$ cat src/rtl/can_pkg.sv
// CAN 2.0A constants, transmit state encoding and stuffing-region helper.
package can_pkg;

   localparam logic [14:0] CAN_CRC_POLY    = 15'h4599;
   localparam int          CAN_ID_W        = 11;
   localparam int          CAN_DLC_W       = 4;
   localparam int          CAN_CRC_W       = 15;
   localparam int          CAN_EOF_LEN     = 7;
   localparam int          CAN_IFS_LEN     = 3;
   localparam int          CAN_STUFF_LIMIT = 5;

   typedef enum logic [3:0] {
      S_IDLE,
      S_SOF,
      S_ARB,
      S_CTRL,
      S_DATA,
      S_CRC,
      S_CRC_DELIM,
      S_ACK,
      S_ACK_DELIM,
      S_EOF,
      S_IFS
   } can_tx_state_t;

   // SOF through the last CRC bit is subject to bit stuffing.
   function automatic logic is_stuffed(can_tx_state_t s);
      return s inside {S_SOF, S_ARB, S_CTRL, S_DATA, S_CRC};
   endfunction

endpackage

$ cat src/rtl/can_crc15.sv
// Serial CAN CRC-15 accumulator, shared by transmitter and receiver.
module can_crc15
   import can_pkg::*;
(
   input  logic                 clk,
   input  logic                 rst,
   input  logic                 clear,
   input  logic                 enable,
   input  logic                 data_bit,
   output logic [CAN_CRC_W-1:0] crc
);

   logic fb;

   assign fb = data_bit ^ crc[CAN_CRC_W-1];

   always_ff @(posedge clk or posedge rst) begin
      if (rst)
         crc <= '0;
      else if (clear)
         crc <= '0;
      else if (enable)
         crc <= {crc[CAN_CRC_W-2:0], 1'b0} ^ (fb ? CAN_CRC_POLY : '0);
   end

endmodule

$ cat src/rtl/can_frame_tx.sv
// CAN 2.0A standard data frame transmitter: CRC-15, bit stuffing, trailer.
module can_frame_tx
   import can_pkg::*;
#(
   parameter int CLKS_PER_BIT = 10
) (
   input  logic        i_Clock,
   input  logic        i_Reset,
   input  logic        i_Tx_DV,
   input  logic [10:0] i_Identifier,
   input  logic [3:0]  i_DLC,
   input  logic [63:0] i_Data,
   output logic        o_Tx_Serial,
   output logic        o_Tx_Active,
   output logic        o_Tx_Done
);

   localparam int CNT_W = $clog2(CLKS_PER_BIT);

   can_tx_state_t state_q, state_d;
   logic [CNT_W-1:0] cnt_q, cnt_d;
   logic [5:0]  idx_q, idx_d;
   logic [2:0]  trl_q, trl_d;
   logic [2:0]  run_q, run_d;
   logic        stuff_q, stuff_d;
   logic        serial_q, serial_d;
   logic        active_q, active_d;
   logic        done_q, done_d;

   logic [10:0] id_q;
   logic [3:0]  dlc_q;
   logic [63:0] data_q;
   logic [3:0]  nb;
   logic [18:0] hdr;
   logic        data_last;

   logic        latch;
   logic        bit_end;
   logic        bit_v;
   logic        crc_clr;
   logic        crc_en;
   logic [14:0] crc;

   assign nb        = (dlc_q > 4'd8) ? 4'd8 : dlc_q;
   assign hdr       = {1'b0, id_q, 3'b000, dlc_q};
   assign data_last = ({1'b0, idx_q} == ({nb, 3'b000} - 7'd1));
   assign bit_end   = (cnt_q == CNT_W'(CLKS_PER_BIT - 1));

   can_crc15 u_crc (
      .clk      (i_Clock),
      .rst      (i_Reset),
      .clear    (crc_clr),
      .enable   (crc_en),
      .data_bit (bit_v),
      .crc      (crc)
   );

   always_comb begin
      state_d  = state_q;
      cnt_d    = cnt_q;
      idx_d    = idx_q;
      trl_d    = trl_q;
      run_d    = run_q;
      stuff_d  = stuff_q;
      serial_d = serial_q;
      active_d = active_q;
      done_d   = 1'b0;
      latch    = 1'b0;
      crc_clr  = 1'b0;
      crc_en   = 1'b0;
      bit_v    = 1'b1;

      if (state_q == S_IDLE) begin
         if (i_Tx_DV) begin
            latch    = 1'b1;
            crc_clr  = 1'b1;
            state_d  = S_SOF;
            cnt_d    = '0;
            idx_d    = '0;
            trl_d    = '0;
            run_d    = 3'd1;
            stuff_d  = 1'b0;
            serial_d = 1'b0;
            active_d = 1'b1;
         end
      end else if (!bit_end) begin
         cnt_d = cnt_q + CNT_W'(1);
      end else if (!stuff_q && is_stuffed(state_q) &&
                   run_q == 3'(CAN_STUFF_LIMIT)) begin
         // Stuff bit holds the field position; it starts a new run.
         cnt_d    = '0;
         stuff_d  = 1'b1;
         serial_d = ~serial_q;
         run_d    = 3'd1;
      end else begin
         cnt_d   = '0;
         stuff_d = 1'b0;
         unique case (state_q)
            S_SOF: begin
               state_d = S_ARB;
               idx_d   = '0;
            end
            S_ARB: begin
               if (idx_q == 6'd11) begin
                  state_d = S_CTRL;
                  idx_d   = '0;
               end else begin
                  idx_d = idx_q + 6'd1;
               end
            end
            S_CTRL: begin
               idx_d = '0;
               if (idx_q == 6'd5)
                  state_d = (nb == 4'd0) ? S_CRC : S_DATA;
               else
                  idx_d = idx_q + 6'd1;
            end
            S_DATA: begin
               idx_d = '0;
               if (data_last)
                  state_d = S_CRC;
               else
                  idx_d = idx_q + 6'd1;
            end
            S_CRC: begin
               if (idx_q == 6'd14)
                  state_d = S_CRC_DELIM;
               else
                  idx_d = idx_q + 6'd1;
            end
            S_CRC_DELIM: state_d = S_ACK;
            S_ACK:       state_d = S_ACK_DELIM;
            S_ACK_DELIM: begin
               state_d = S_EOF;
               trl_d   = '0;
            end
            S_EOF: begin
               trl_d = trl_q + 3'd1;
               if (trl_q == 3'(CAN_EOF_LEN - 1)) begin
                  state_d = S_IFS;
                  trl_d   = '0;
               end
            end
            S_IFS: begin
               trl_d = trl_q + 3'd1;
               if (trl_q == 3'(CAN_IFS_LEN - 1)) begin
                  state_d  = S_IDLE;
                  trl_d    = '0;
                  active_d = 1'b0;
                  done_d   = 1'b1;
               end
            end
            default: state_d = S_IDLE;
         endcase

         unique case (state_d)
            S_ARB:   bit_v = hdr[5'd17 - 5'(idx_d)];
            S_CTRL:  bit_v = hdr[5'd5 - 5'(idx_d)];
            S_DATA:  bit_v = data_q[~idx_d];
            S_CRC:   bit_v = crc[4'd14 - 4'(idx_d)];
            default: bit_v = 1'b1;
         endcase

         serial_d = bit_v;
         crc_en   = state_d inside {S_ARB, S_CTRL, S_DATA};
         if (is_stuffed(state_d))
            run_d = (bit_v == serial_q) ? run_q + 3'd1 : 3'd1;
      end
   end

   always_ff @(posedge i_Clock or posedge i_Reset) begin
      if (i_Reset) begin
         state_q  <= S_IDLE;
         cnt_q    <= '0;
         idx_q    <= '0;
         trl_q    <= '0;
         run_q    <= '0;
         stuff_q  <= 1'b0;
         serial_q <= 1'b1;
         active_q <= 1'b0;
         done_q   <= 1'b0;
      end else begin
         state_q  <= state_d;
         cnt_q    <= cnt_d;
         idx_q    <= idx_d;
         trl_q    <= trl_d;
         run_q    <= run_d;
         stuff_q  <= stuff_d;
         serial_q <= serial_d;
         active_q <= active_d;
         done_q   <= done_d;
      end
   end

   always_ff @(posedge i_Clock or posedge i_Reset) begin
      if (i_Reset) begin
         id_q   <= '0;
         dlc_q  <= '0;
         data_q <= '0;
      end else if (latch) begin
         id_q   <= i_Identifier;
         dlc_q  <= i_DLC;
         data_q <= i_Data;
      end
   end

   assign o_Tx_Serial = serial_q;
   assign o_Tx_Active = active_q;
   assign o_Tx_Done   = done_q;

endmodule

$ cat config.mk
export PLATFORM = sky130hd
export DESIGN_NAME = can_frame_tx
export DESIGN_NICKNAME = d
export VERILOG_FILES = /design/src/rtl/can_pkg.sv /design/src/rtl/can_crc15.sv /design/src/rtl/can_frame_tx.sv
export SDC_FILE = /design/constraint.sdc
export NUM_CORES = 1
export LEC_CHECK = 0
export BUFFER_PORTS_ARGS = -buffer_cell sky130_fd_sc_hd__buf_2
export CAP_MARGIN = 10
export CORE_MARGIN = 5
export CORE_UTILIZATION = 55
export DETAILED_ROUTE_END_ITERATION = 7
export GPL_ROUTABILITY_DRIVEN = 0
export PLACE_DENSITY = 0.76
export SYNTH_ARGS = -nofsm -noshare
export SYNTH_HDL_FRONTEND = slang
export SYNTH_SLANG_ARGS = --single-unit
$ cat constraint.sdc
create_clock -name i_Clock -period 6.6 [get_ports i_Clock]
set_input_delay 0.66 -clock i_Clock [delete_from_list [all_inputs] [get_ports i_Clock]]
set_output_delay 0.66 -clock i_Clock [all_outputs]
set_load 0.1 [all_outputs]
Word level (Yosys, flattened, before mapping)
Index checks and enable logic that the tools add are counted.

cells by class
  add/subtract/negate cells = 8
  multiply operators = 0
  div/mod/pow operators = 0
  order comparisons = 5
  equality and inequality tests = 26
  shift-type cells = 0
  mux-type cells = 85
  bitwise operators = 4
  reduce and logical (&&, ||, !) cells = 19

operators with widths
  cell                                                         count
  2-to-1 mux 4 bit                                             17
  2-to-1 mux 6 bit                                             11
  2-to-1 mux 15 bit                                            3
  case mux 4 bit (10 select lines)                             1
  2-to-1 mux 3 bit                                             12
  2-to-1 mux 1 bit                                             34
  case mux 6 bit (5 select lines)                              1
  == test 4 x 3 -> 1 bit (second input constant)               6
  == test 4 x 2 -> 1 bit (second input constant)               4
  == test 4 bit (second input constant)                        4
  bitwise XOR 15 bit                                           1
  == test 6 x 4 -> 1 bit (second input constant)               2
  less-than comparator 5 x 6 -> 1 bit (second input constant)  2
  binary-select mux 1 bit (select 5 bit)                       2
  nonzero test 5 bit                                           2
  case mux 3 bit (3 select lines)                              1
  == test 4 x 1 -> 1 bit (second input constant)               2
  logical NOT 4 bit                                            2
  nonzero test 2 bit                                           4
  == test 6 x 7 -> 1 bit                                       1
  less-than comparator 6 x 7 -> 1 bit (second input constant)  1
  subtractor 7 x 1 -> 7 bit (second input constant)            1
  adder 3 x 1 -> 3 bit (second input constant)                 2
  adder 6 x 1 -> 6 bit (second input constant)                 1
  other kinds (25)                                             30

word-level totals
  bits in registers = 118
  bits in latches = 0
  memory bits (writable) = 0
  memory bits (read-only) = 0
  input bits = 82
  output and inout port bits = 3
  memories = 0

Longest topological paths before layout
Gate-level depths: netlist (run 1).

  depth in word-level cells = 24
  mapped depth = 22

Cells and area by module
From an unflattened synthesis (run 1), not the netlist that was laid out.

unflattened totals
  cells, all modules = 819
  area total of the unflattened synthesis = 7,111.8 um^2

modules (own cells, without submodules)
  module        times used  cells each  area an instance (um^2)  seq. area each (um^2)
  can_frame_tx  1           747         6,374.9                  2,578.7
  can_crc15     1           72          737.0                    375.4

Least setup slack after synthesis (run 1)
Ideal clock, no wire load.

  kind = register to register
  from = reg dlc_q[3]
  to = reg run_q[0]
  data arrival time = 5.293 ns
  path slack = 1.183 ns
  stages on the path, launching flop included = 23
  path buffers = 5
  clock period less this slack = 5.417 ns
  cell sequence = dfrtp_1 > clkbuf_1 > nand2b_1 > ha_1 > xnor2_1 > or4b_4 > a31oi_4 > a211o_2 > nand2_1 > buf_4 > buf_4 > buf_2 > ha_1 > xnor2_1 > mux2i_1 > mux4_1 > nor3_1 > a311o_1 > or4_1 > buf_4 > nor2_8 > xnor2_2 > o31a_1

on the way
  longest elaborated chain between the ends = 22
  elaborated cells between the ends (all ways) = 47

ends and longest elaborated chain
  what                             line                 RTL
  start: declaration               can_frame_tx.sv:31   logic [3:0] dlc_q;
  start signal: assignment         can_frame_tx.sv:202  dlc_q <= i_DLC;
  greater-than comparator 4 bit    can_frame_tx.sv:44   assign nb = (dlc_q > 4'd8) ? 4'd8 : dlc_q;
  2-to-1 mux 4 bit                 can_frame_tx.sv:44
  subtractor 7 x 1 -> 7 bit        can_frame_tx.sv:46   assign data_last = ({1'b0, idx_q} == ({nb, 3'b000} - 7'd1));
  == test 6 x 7 -> 1 bit           can_frame_tx.sv:46
  2-to-1 mux 6 bit                 can_frame_tx.sv:120  if (data_last)
  case mux 6 bit (5 select lines)  can_frame_tx.sv:98   unique case (state_q)
  2-to-1 mux 6 bit                 can_frame_tx.sv:88   end else if (!stuff_q && is_stuffed(state_q) &&
  2-to-1 mux 6 bit                 can_frame_tx.sv:86   end else if (!bit_end) begin
  [... 6 more ...]                 --
  2-to-1 mux 1 bit                 can_frame_tx.sv:86
  2-to-1 mux 1 bit                 can_frame_tx.sv:73   if (state_q == S_IDLE) begin
  == test 1 bit                    can_frame_tx.sv:167  run_d = (bit_v == serial_q) ? run_q + 3'd1 : 3'd1;
  2-to-1 mux 3 bit                 can_frame_tx.sv:167
  2-to-1 mux 3 bit                 can_frame_tx.sv:166  if (is_stuffed(state_d))
  2-to-1 mux 3 bit                 can_frame_tx.sv:88
  2-to-1 mux 3 bit                 can_frame_tx.sv:86
  2-to-1 mux 3 bit                 can_frame_tx.sv:73
  end signal: assignment           can_frame_tx.sv:187  run_q <= run_d;
  end: declaration                 can_frame_tx.sv:24   logic [2:0] run_q, run_d;

Parallel ways exist; a longest one is shown, timed or not. The select of a mux whose other input is x is not followed.
A chain may end at the register's enable or synchronous reset.

Worst setup path in the final report (run 1)
Ends and elaborated chain as after synthesis.

==> results of run 1 <==
routing by layer:
| layer | track usage (%) | vias up | routed length [um] |
|---|---|---|---|
| li1 | - | 2756 | - |
| met5 | 0 | - | 0 |
| met1 | 31.08 | 2900 | 7279 |
| met4 | 11.00 | 0 | 410 |
| met3 | 7.045 | 45 | 1272 |
| met2 | 40.57 | 235 | 8864 |
state kept, by name, indices dropped and copies added (netlist names), 3 cells and up:
name,flops
cnt_q,4
data_q,64
dlc_q,4
id_q,11
idx_q,6
run_q,3
state_q,4
trl_q,3
u_crc.crc,15
report_power, final:
part / internal (W) / switching (W)
clock: 0.000524 / 0.000333
sequential: 0.000726 / 0.00000534
combinational: 0.0000236 / 0.0000309
worst max-delay path, stage by stage (launching register included):
cell and delay (ns):
dfrtp_1 0.46, nand2b_1 0.18, ha_1 0.22, xnor2_1 0.16, or4b_4 0.54, a31oi_4 0.31
a211oi_2 0.15, a211oi_4 0.26, inv_2 0.06, ha_1 0.20, xnor2_1 0.69, mux2i_1 0.29
mux4_1 0.25, nor3_1 0.05, a311o_1 0.32, or4_1 0.62, nor2_8 0.25, xnor2_2 0.10
o31a_1 0.28
layout by cell type (no fill, tap or decap), types with 10 or more instances in the layout:
| cell | n |
|---|---|
| nor2b_1 | 13 |
| nand3_1 | 33 |
| nor3_1 | 21 |
| o21ai_0 | 40 |
| a21oi_1 | 31 |
| clkbuf_16 | 17 |
| mux2_2 | 83 |
| mux2i_1 | 18 |
| ha_1 | 14 |
| buf_2 | 84 |
| nor2_1 | 30 |
| and3_1 | 14 |
| o22ai_1 | 10 |
| nand2_1 | 87 |
| dfrtp_1 | 117 |
| inv_1 | 12 |
| xnor2_1 | 11 |
stage by stage:
step	cell area, um^2	hold WS [ns]	utilization (%)	instances	worst slack, ns
floorplan	7044	0.4703	-	715	1.183
global placement	7553	0.4771	60.10	935	1.342
detailed placement	7553	0.4877	60.10	935	1.146
CTS	8103	0.2613	64.47	966	1.109
global route	8103	0.2861	64.47	966	0.8310
finish	8103	0.2502	64.47	966	1.088
synth_stat cells, types with 10 or more instances:
library cell / count
mux2_2: 83
dfrtp_1: 117
xnor2_1: 11
o21ai_0: 40
nor2b_1: 13
o22ai_1: 10
a21oi_1: 31
inv_1: 13
nor3_1: 21
mux2i_1: 18
clkbuf_1: 31
nand2_1: 88
nand3_1: 33
nor2_1: 30
and3_1: 14
ha_1: 14
final timing paths:
| kind | from | cells past startpoint | end | slack [ns] |
|---|---|---|---|---|
| min | i_Reset | 2 | trl_q[0]$_DFFE_PP0P_ | 0.25 |
| min reg2reg | data_q[13]$_DFFE_PP0P_ | 1 | data_q[13]$_DFFE_PP0P_ | 0.50 |
| max reg2reg | dlc_q[3]$_DFFE_PP0P_ | 18 | run_q[0]$_DFFE_PP0P_ | 1.09 |
| max in group asynchronous | i_Reset | 3 | id_q[8]$_DFFE_PP0P_ | 4.97 |
| max | dlc_q[3]$_DFFE_PP0P_ | 18 | run_q[0]$_DFFE_PP0P_ | 1.09 |
| min in group i_Clock | i_Data[8] | 2 | data_q[8]$_DFFE_PP0P_ | 0.47 |
logic make-up after synthesis:
| logic type | share of synthesized area [%] |
|---|---|
| xor+xnor | 2.096 |
| simple gates | 17.85 |
| flops | 41.94 |
| mux | 16.52 |
| fa+ha+maj | 2.487 |
| buf+inv | 3.694 |
| compound gates | 15.42 |
layout make-up:
type,count,share of cell area [%]
Clock buffer,20,5.513
Clock inverter,11,1.266
Inverter,15,0.7258
Multi-Input combinational cell,537,47.36
Sequential cell,118,36.46
Tap cell,172,2.656
Timing Repair Buffer,93,6.022
==> results_dict.tcl, run 1 <==
set metrics [dict create \
    cts-resized-gates 0 \
    relSlewSlack_pct 22.15 \
    multi_input_area_um2 3837 \
    grt_pass1_vias 6109 \
    num_vias 5936 \
    drt_iter0_drc 458 \
    drcViolationCount 0 \
    fp.dieW_um 123.2 \
    yosysSeqAreaShare_pct 41.94 \
    dieArea_um2 15170 \
    io_buffers 84 \
    dr.pass1.iters 5 \
    hp-class "in2async" \
    syn-num-nets 811 \
    die_h_um 123.2 \
    cts_tree "yes" \
    ys_types 77 \
    synth_top_flop_cell "dfrtp_1" \
    cp_max_fo 9 \
    cts_buffer_depth 2 \
    synth_cells 715 \
    synth_seq_cells 118 \
    p_per_area_nw_per_um2 202.7 \
    fill_cells 1022 \
    setup_tns_ns 0 \
    synth.top_cell.area_share_pct 41.56 \
    drive_gt1_share_pct 28.97 \
    register_area_um2 2954 \
    worst_setup_path_end_kind "register" \
    placementRows 41 \
    syn_area_per_cell_um2 9.852 \
    grt_pass1_wl_um 29810 \
    final.setup_skew_ns 0.01423 \
    numCtsBuffers 17 \
    cts.root.buffer_cell "clkbuf_16" \
    period_share_pct 83.51 \
    async_flop_share_pct 100.0 \
    rsz0062_at_grt "false" \
    power.leakage_nw 3.883 \
    max-vdd-ir-drop_uv 220.4 \
    tightest_slew_ns 1.168 \
    nNetsFinal 878 \
    outcome "complete, no violations" \
    setup_violations 0 \
    vias_per_cell 6.145 \
    area_delta_synth_final_pct 15.03 \
    dp.final_hpwl_um 12280 \
    overflow 0 \
    final_hold_viol_count 0 \
    antenna_found_initial 0 \
    fin_crit_ns 5.512 \
    ctsHoldBuffers 0 \
    required_ns 6.90 \
    cts.sink_count 118 \
    critPathLaunchType "register" \
    cap_violations 0 \
    coreArea_um2 12570 \
    antenna_cells 0 \
    grt_max_degree 95 \
    initial_core_util_pct 56.05 \
    clock_latency_ns 0.43 \
    synth_edf_count 0 \
    boundaryPins 85 \
    p_total_w 0.001642 \
    drv_slew 0 \
    clkTransAtPathRegs_ns 0.05 \
    arrival_ns 5.82 \
    cts_setup_buffers 0 \
    fmax_mhz 181.4 \
    grt_usage_pct 24.95 \
    htree_levels 4 \
    netlist_top_cells_area "dfrtp_1 (42%), mux2_2 (13%), nand2_1 (4.7%), o21ai_0 (2.8%), mux2i_1 (2.6%)" \
    yosys.area.top_type "dfrtp_1" \
    ys.warnings.count 0 \
    syn_area_um2 7044 \
    critPathKind "reg2reg" \
    ant_nets 0 \
    wl_per_cell_um 18.45 \
    routed_wl_um 17830 \
]
Note: power is estimated with default switching activity, not from simulation.
==> run 2, diff against run 1 <==
--- a/config.mk
+++ b/config.mk
@@ -5,13 +5,14 @@
 export SDC_FILE = /design/constraint.sdc
 export NUM_CORES = 1
 export LEC_CHECK = 0
+export ABC_AREA = 1
 export BUFFER_PORTS_ARGS = -buffer_cell sky130_fd_sc_hd__buf_2
 export CAP_MARGIN = 10
 export CORE_MARGIN = 5
-export CORE_UTILIZATION = 55
+export CORE_UTILIZATION = 53
 export DETAILED_ROUTE_END_ITERATION = 7
 export GPL_ROUTABILITY_DRIVEN = 0
-export PLACE_DENSITY = 0.76
+export PLACE_DENSITY = 0.77
 export SYNTH_ARGS = -nofsm -noshare
 export SYNTH_HDL_FRONTEND = slang
 export SYNTH_SLANG_ARGS = --single-unit
==> constraint.sdc (replaced) <==
create_clock -name i_Clock -period 4.5 [get_ports i_Clock]
set_input_delay 0.45 -clock i_Clock [delete_from_list [all_inputs] [get_ports i_Clock]]
set_output_delay 0.45 -clock i_Clock [all_outputs]
set_load 0.1 [all_outputs]
==> results_dict.tcl, run 2 <==
set metrics [dict create \
    r2r-end "u_crc.crc[10]$_DFFE_PP0P_" \
    worst_setup_path_end_kind "register" \
    vias_per_cell 5.236 \
    yosysMostFrequentCell "nand2_1" \
    ctsHoldBuffers 0 \
    yosys.area.top_type "dfrtp_1" \
    setup_violations 0 \
    final_cell_mix "nand2_1 (384), nand3_1 (135), dfrtp_1 (117)" \
    overflow 0 \
    slowest_stage "dfrtp_1" \
    critPathKind "reg2reg" \
    cts.root.buffer_cell "clkbuf_16" \
    tightest_slew_ns 0.9473 \
    numCtsBuffers 17 \
    synth_common_cells "nand2_1 (385), nand3_1 (135), dfrtp_1 (117)" \
    grt_pass1_wl_um 28260 \
    drive_gt1_share_pct 16.25 \
    largest_reg_flops 64 \
    cts-resized-gates 0 \
    grt_usage_pct 23.50 \
    period_share_pct 84.29 \
    setup_tns_ns 0 \
    layout_setup_ws_ns 0.7071 \
    die_h_um 123.3 \
    synth-compound-area-share_pct 6.129 \
    synth_edf_count 0 \
    fmax_mhz 263.6 \
    max-vdd-ir-drop_uv 249.3 \
    synth_cells 944 \
    outcome "complete, no violations" \
    nNetsFinal 1118 \
    grt_pass1_vias 6074 \
    syn_area_um2 6798 \
    clock_latency_ns 0.42 \
    layout_commonest_cell "nand2_1" \
    netlist_top_cells_area "dfrtp_1 (43%), nand2_1 (21%), nand3_1 (9.9%), inv_1 (4.3%), ha_1 (2.6%)" \
    synth_top_flop_cell "dfrtp_1" \
    synth.top_cell.area_share_pct 43.07 \
    rrSetupSlack_ns 0.71 \
    syn-num-nets 1040 \
    initial_core_util_pct 53.87 \
    arrival_ns 4.10 \
    required_ns 4.81 \
    antenna_cells 0 \
    clkTransAtPathRegs_ns 0.06 \
    dpl_worst_slack_ns 0.7592 \
    muxShareOfSynthArea_pct 0 \
    dieArea_um2 15190 \
    rsz0062_at_grt "false" \
    critPathLaunchType "register" \
    cp_max_fo 24 \
    htree_levels 4 \
    hp-class "in2reg" \
    crit_start "dlc_q[3]$_DFFE_PP0P_" \
    regMostFlops "data_q" \
    cts_buffer_depth 2 \
    ant_nets 0 \
    p_per_area_nw_per_um2 316.5 \
    fin_crit_ns 3.793 \
    ys_types 39 \
    final_hold_viol_count 0 \
    cts_setup_buffers 0 \
    cts.sink_count 118 \
    syn_area_per_cell_um2 7.201 \
    antenna_found_initial 0 \
    num_vias 6315 \
    final.setup_skew_ns 0.008854 \
    cap_violations 0 \
    cts_tree "yes" \
    crit-reg2reg-launch "dlc_q[3]$_DFFE_PP0P_" \
    wl_per_cell_um 13.89 \
    timing.reg2reg.worst_path_depth 28 \
    hold_depth 3 \
    grt_max_degree 80 \
    drt_iter0_drc 474 \
    coreArea_um2 12620 \
    fill_cells 1175 \
    io_buffers 84 \
    ys.warnings.count 0 \
    dr.pass1.iters 5 \
    drv_slew 0 \
    synthAdderAreaFrac_pct 2.577 \
    boundaryPins 85 \
    cpPeakStageDelay_ns 0.39 \
    top_regs "data_q x64, u_crc.crc x15, id_q x11" \
    async_flop_share_pct 100.0 \
    relSlewSlack_pct 36.85 \
    routed_wl_um 16750 \
    area_delta_synth_final_pct 17.15 \
    dp.final_hpwl_um 11580 \
    synth_top_family_by_area "simple AND/OR/NAND/NOR gates" \
    drcViolationCount 0 \
    power.leakage_nw 4.247 \
    synthSimpleGateAreaFrac_pct 38.91 \
    yosysSeqAreaShare_pct 43.46 \
    synth_seq_cells 118 \
    synth-xor-area-share_pct 1.528 \
    placementRows 41 \
    crit_path_end "u_crc.crc[10]$_DFFE_PP0P_" \
    fp.dieW_um 123.3 \
]
==> run 2: worst min-delay path by stage <==
stage,to,start
6_report,data_q[7]$_DFFE_PP0P_,i_Data[7]
5_1_grt,data_q[56]$_DFFE_PP0P_,i_Data[56]
4_1_cts,data_q[34]$_DFFE_PP0P_,i_Data[34]
3_5_place_dp,data_q[62]$_DFFE_PP0P_,data_q[62]$_DFFE_PP0P_
3_3_place_gp,data_q[44]$_DFFE_PP0P_,data_q[44]$_DFFE_PP0P_
2_1_floorplan,data_q[14]$_DFFE_PP0P_,data_q[14]$_DFFE_PP0P_
==> run 2: logic make-up (layout without fill, tap and decap cells) <==
group | after synthesis | in the layout
AO/OA/AOI/OAI | 73 | 73
XOR/XNOR | 11 | 11
flip-flops | 118 | 118
adder cells (fa/ha/maj) | 14 | 14
AND/OR/NAND/NOR | 605 | 605
buffers and inverters | 123 | 213
==> run 2: layout make-up <==
cell class	count	area [um^2]	area share [%]
clock buffers	20	466.7	5.860
inverters	91	349.1	4.383
clock inverters	11	150.1	1.885
multi-input cells	703	3343	41.98
repair buffers	91	485.5	6.096
well taps	172	215.2	2.702
flip-flops and latches	118	2954	37.09
==> run 2: metrics by stage <==
| step | power (W) | hold WS, ns | util [%] | instances | instance area, um^2 |
|---|---|---|---|---|---|
| floorplan | 0.001096 | 0.4401 | - | 944 | 6798 |
| global placement | 0.001135 | 0.4570 | 58.22 | 1175 | 7347 |
| detailed placement | 0.001137 | 0.4572 | 58.22 | 1175 | 7347 |
| CTS | 0.002528 | 0.2136 | 63.11 | 1206 | 7964 |
| global route | 0.002582 | 0.2140 | 63.11 | 1206 | 7964 |
| finish | 0.002521 | 0.2207 | 63.11 | 1206 | 7964 |
==> run 2: power breakdown <==
part           leakage (nW)  switching (W)  internal [W]
Combinational          2.48      0.0000296     0.0000248
Sequential             1.48              0       0.00106
Clock                 0.286       0.000494      0.000910
==> run 2: layer usage <==
metal | wire (um) | vias to the layer above | track usage [%]
met5 | 0 | - | 0
met4 | 301 | 0 | 7.889
met3 | 942 | 28 | 5.672
met2 | 7789 | 191 | 36.94
met1 | 7718 | 2919 | 32.05
li1 | - | 3177 | -
==> run 2: critical path, delay by kind of cell (launching register included) <==
kind                       cells  cell delay [ns]
DFF                            1             0.39
adders and majority gates      2             0.70
and+or+nand+nor               21             2.05
buffers and inverters          5             0.54
==> run 3, diff against run 2 <==
--- a/config.mk
+++ b/config.mk
@@ -5,14 +5,14 @@
 export SDC_FILE = /design/constraint.sdc
 export NUM_CORES = 1
 export LEC_CHECK = 0
-export ABC_AREA = 1
+export ABC_AREA = 0
 export BUFFER_PORTS_ARGS = -buffer_cell sky130_fd_sc_hd__buf_2
 export CAP_MARGIN = 10
 export CORE_MARGIN = 5
-export CORE_UTILIZATION = 53
+export CORE_UTILIZATION = 55
 export DETAILED_ROUTE_END_ITERATION = 7
 export GPL_ROUTABILITY_DRIVEN = 0
-export PLACE_DENSITY = 0.77
+export PLACE_DENSITY = 0.76
 export SYNTH_ARGS = -nofsm -noshare
 export SYNTH_HDL_FRONTEND = slang
 export SYNTH_SLANG_ARGS = --single-unit
==> constraint.sdc (replaced) <==
create_clock -name i_Clock -period 3.9 [get_ports i_Clock]
set_input_delay 0.39 -clock i_Clock [delete_from_list [all_inputs] [get_ports i_Clock]]
set_output_delay 0.39 -clock i_Clock [all_outputs]
set_load 0.1 [all_outputs]
==> results_dict.tcl, run 3 (synthesis gave the netlist of run 1 again) <==
set metrics [dict create \
    setup_violations 11 \
    grt_pass1_wl_um 32310 \
    regMostFlops "data_q" \
    fp.dieW_um 123.2 \
    clock_latency_ns 0.42 \
    initial_core_util_pct 56.05 \
    clkTransAtPathRegs_ns 0.06 \
    drv_slew 0 \
    clock_power_share_pct 54.0 \
    slowest_stage "or4b_4" \
    critPathLaunchType "register" \
    crit_chain "nand2b_4 > ha_4 > xnor2_2 > or4b_4 > a31oi_4 > a211oi_4 > a211oi_4 > inv_2 > ha_4 > xnor2_4 > mux2i_1 > mux4_2 > nor3_1 > a311o_1 > or4_4 > nor2_8 > xnor2_2 > o31a_1" \
    cts.sink_count 118 \
    p_sw_share_pct 21.97 \
    antenna_found_initial 0 \
    p_per_area_nw_per_um2 324.7 \
    htree_levels 4 \
    drive_gt1_share_pct 37.70 \
    tightest_slew_ns 1.207 \
    seqPwrFrac_pct 42.4 \
    coreArea_um2 12570 \
    final_hold_viol_count 0 \
    ant_nets 0 \
    p_int_w 0.002266 \
    final.setup_skew_ns 0.006774 \
    worst_setup_path_end_kind "register" \
    largest_reg_flops 64 \
    grt_max_degree 95 \
    fin_crit_ns 4.518 \
    top_regs "data_q x64, u_crc.crc x15, id_q x11" \
    dp.final_hpwl_um 13630 \
    hp-class "in2async" \
    cts.root.buffer_cell "clkbuf_16" \
    p_total_w 0.002904 \
    antenna_cells 0 \
    routed_wl_um 19570 \
    grt_usage_pct 27.33 \
    fmax_mhz 221.4 \
    final_cell_mix "dfrtp_1 (117), buf_4 (89), nand2_1 (85)" \
    placementRows 41 \
    relSlewSlack_pct 19.54 \
    overflow 0 \
    numCtsBuffers 17 \
    cpPeakStageDelay_ns 0.55 \
    cts_buffer_depth 2 \
    die_h_um 123.2 \
    placedCellCount 1011 \
    dr.pass1.iters 7 \
    layout_setup_ws_ns -0.6177 \
    cts_tree "yes" \
    nNetsFinal 961 \
    grt_pass1_vias 6666 \
    hold_slack_ns 0.06219 \
    cp_max_fo 7 \
    pwr-share-comb_pct 3.6 \
    area_delta_synth_final_pct 26.94 \
    setup_tns_ns -6.274 \
    drt_iter0_drc 412 \
    vias_per_cell 6.131 \
    num_vias 6438 \
    io_buffers 84 \
    final-instance-count-excl-fill 1050 \
    max-vdd-ir-drop_uv 302.2 \
    ctsHoldBuffers 0 \
    period_share_pct 115.8 \
    violations "setup timing" \
    wl_per_cell_um 18.64 \
    rsz0062_at_grt "true" \
    critPathKind "reg2reg" \
    drcViolationCount 0 \
    outcome "finished with violations" \
    layout_commonest_cell "dfrtp_1" \
    boundaryPins 85 \
    cap_violations 0 \
    arrival_ns 4.82 \
    power.leakage_nw 4.341 \
    dieArea_um2 15170 \
    power.switching_w 0.0006380 \
    required_ns 4.20 \
]
-- run 3: cell count changes in the layout (fill, tap and decap cells not counted), sizes merged, moves of 9 or more --
| cell | delta |
|---|---|
| a21oi | +18 |
| and3 | +14 |
| buf | +85 |
| inv | -73 |
| mux2 | +83 |
| mux2i | +18 |
| nand2 | -308 |
| nand3 | -105 |
| nor2 | -16 |
| nor2b | +13 |
| nor3 | +20 |
| o2111ai | +9 |
| xnor2 | +10 |
-- run 3: final timing paths --
| check | cells past startpoint | slack, ns | start | endpoint |
|---|---|---|---|---|
| worst max register to register | 18 | -0.62 | dlc_q[3]$_DFFE_PP0P_ | run_q[0]$_DFFE_PP0P_ |
| max in group asynchronous | 3 | 3.05 | i_Reset | data_q[19]$_DFFE_PP0P_ |
| min in group i_Clock | 2 | 0.20 | i_Data[11] | data_q[11]$_DFFE_PP0P_ |
| worst min register to register | 1 | 0.50 | data_q[15]$_DFFE_PP0P_ | data_q[15]$_DFFE_PP0P_ |
| worst max-delay path | 18 | -0.62 | dlc_q[3]$_DFFE_PP0P_ | run_q[0]$_DFFE_PP0P_ |
| worst min-delay path | 2 | 0.06 | i_Reset | cnt_q[0]$_DFFE_PP0P_ |
-- run 3: timing repair --
action / in CTS / in global routing
gates resized for setup: 5 / 10
pin swaps: 4 / 6
endpoints found under the setup margin: 11 / 11
buffers inserted: 6 / 1
-- run 3: power groups by stage --
stage | logic [W] | registers (W) | clock network, W
6_report | 0.000106 | 0.00123 | 0.00157
3_5_place_dp | 0.000106 | 0.00125 | 0
2_1_floorplan | 0.0000442 | 0.00125 | 0
5_1_grt | 0.000120 | 0.00123 | 0.00165
3_3_place_gp | 0.000102 | 0.00125 | 0
4_1_cts | 0.000108 | 0.00123 | 0.00159
-- run 3: final cells by class --
cell class	instances	area (um^2)
clock buffers	22	474.2
clock inverters	10	120.1
fillers	929	3626
inverters	15	58.81
multi-input cells	537	3980
flip-flops and latches	118	2954
well taps	172	215.2
repair buffers	176	1140
-- run 3: per-layer routing --
metal	up-vias	wire length, um	GRT usage, %	part of all wire [%]
met4	0	730	13.43	3.7
met3	75	1291	6.404	6.6
met5	-	0	0	0
li1	2925	-	-	-
met2	298	9837	45.87	50
met1	3140	7714	33.01	39
-- run 3: stage by stage --
stage	area, um^2	setup WS (ns)	utilization [%]
final	8942	-0.6177	71.15
after global placement	8222	-0.4917	65.42
after floorplan	7151	-0.9551	-
after CTS	8882	-0.6080	70.67
after detailed placement	8222	-0.7023	65.42
after global routing	8942	-0.7624	71.15
-- run 3: worst max-delay path: cells and delay by family, from the launching register on --
family | cells | cell delay (ns)
and+or+nand+nor | 5 | 1.39
muxes | 2 | 0.54
buffers and inverters | 1 | 0.08
adders and majority gates | 2 | 0.34
DFF | 1 | 0.40
AOI/OAI and AO/OA | 5 | 1.14
xor gates and xnor gates | 3 | 0.50
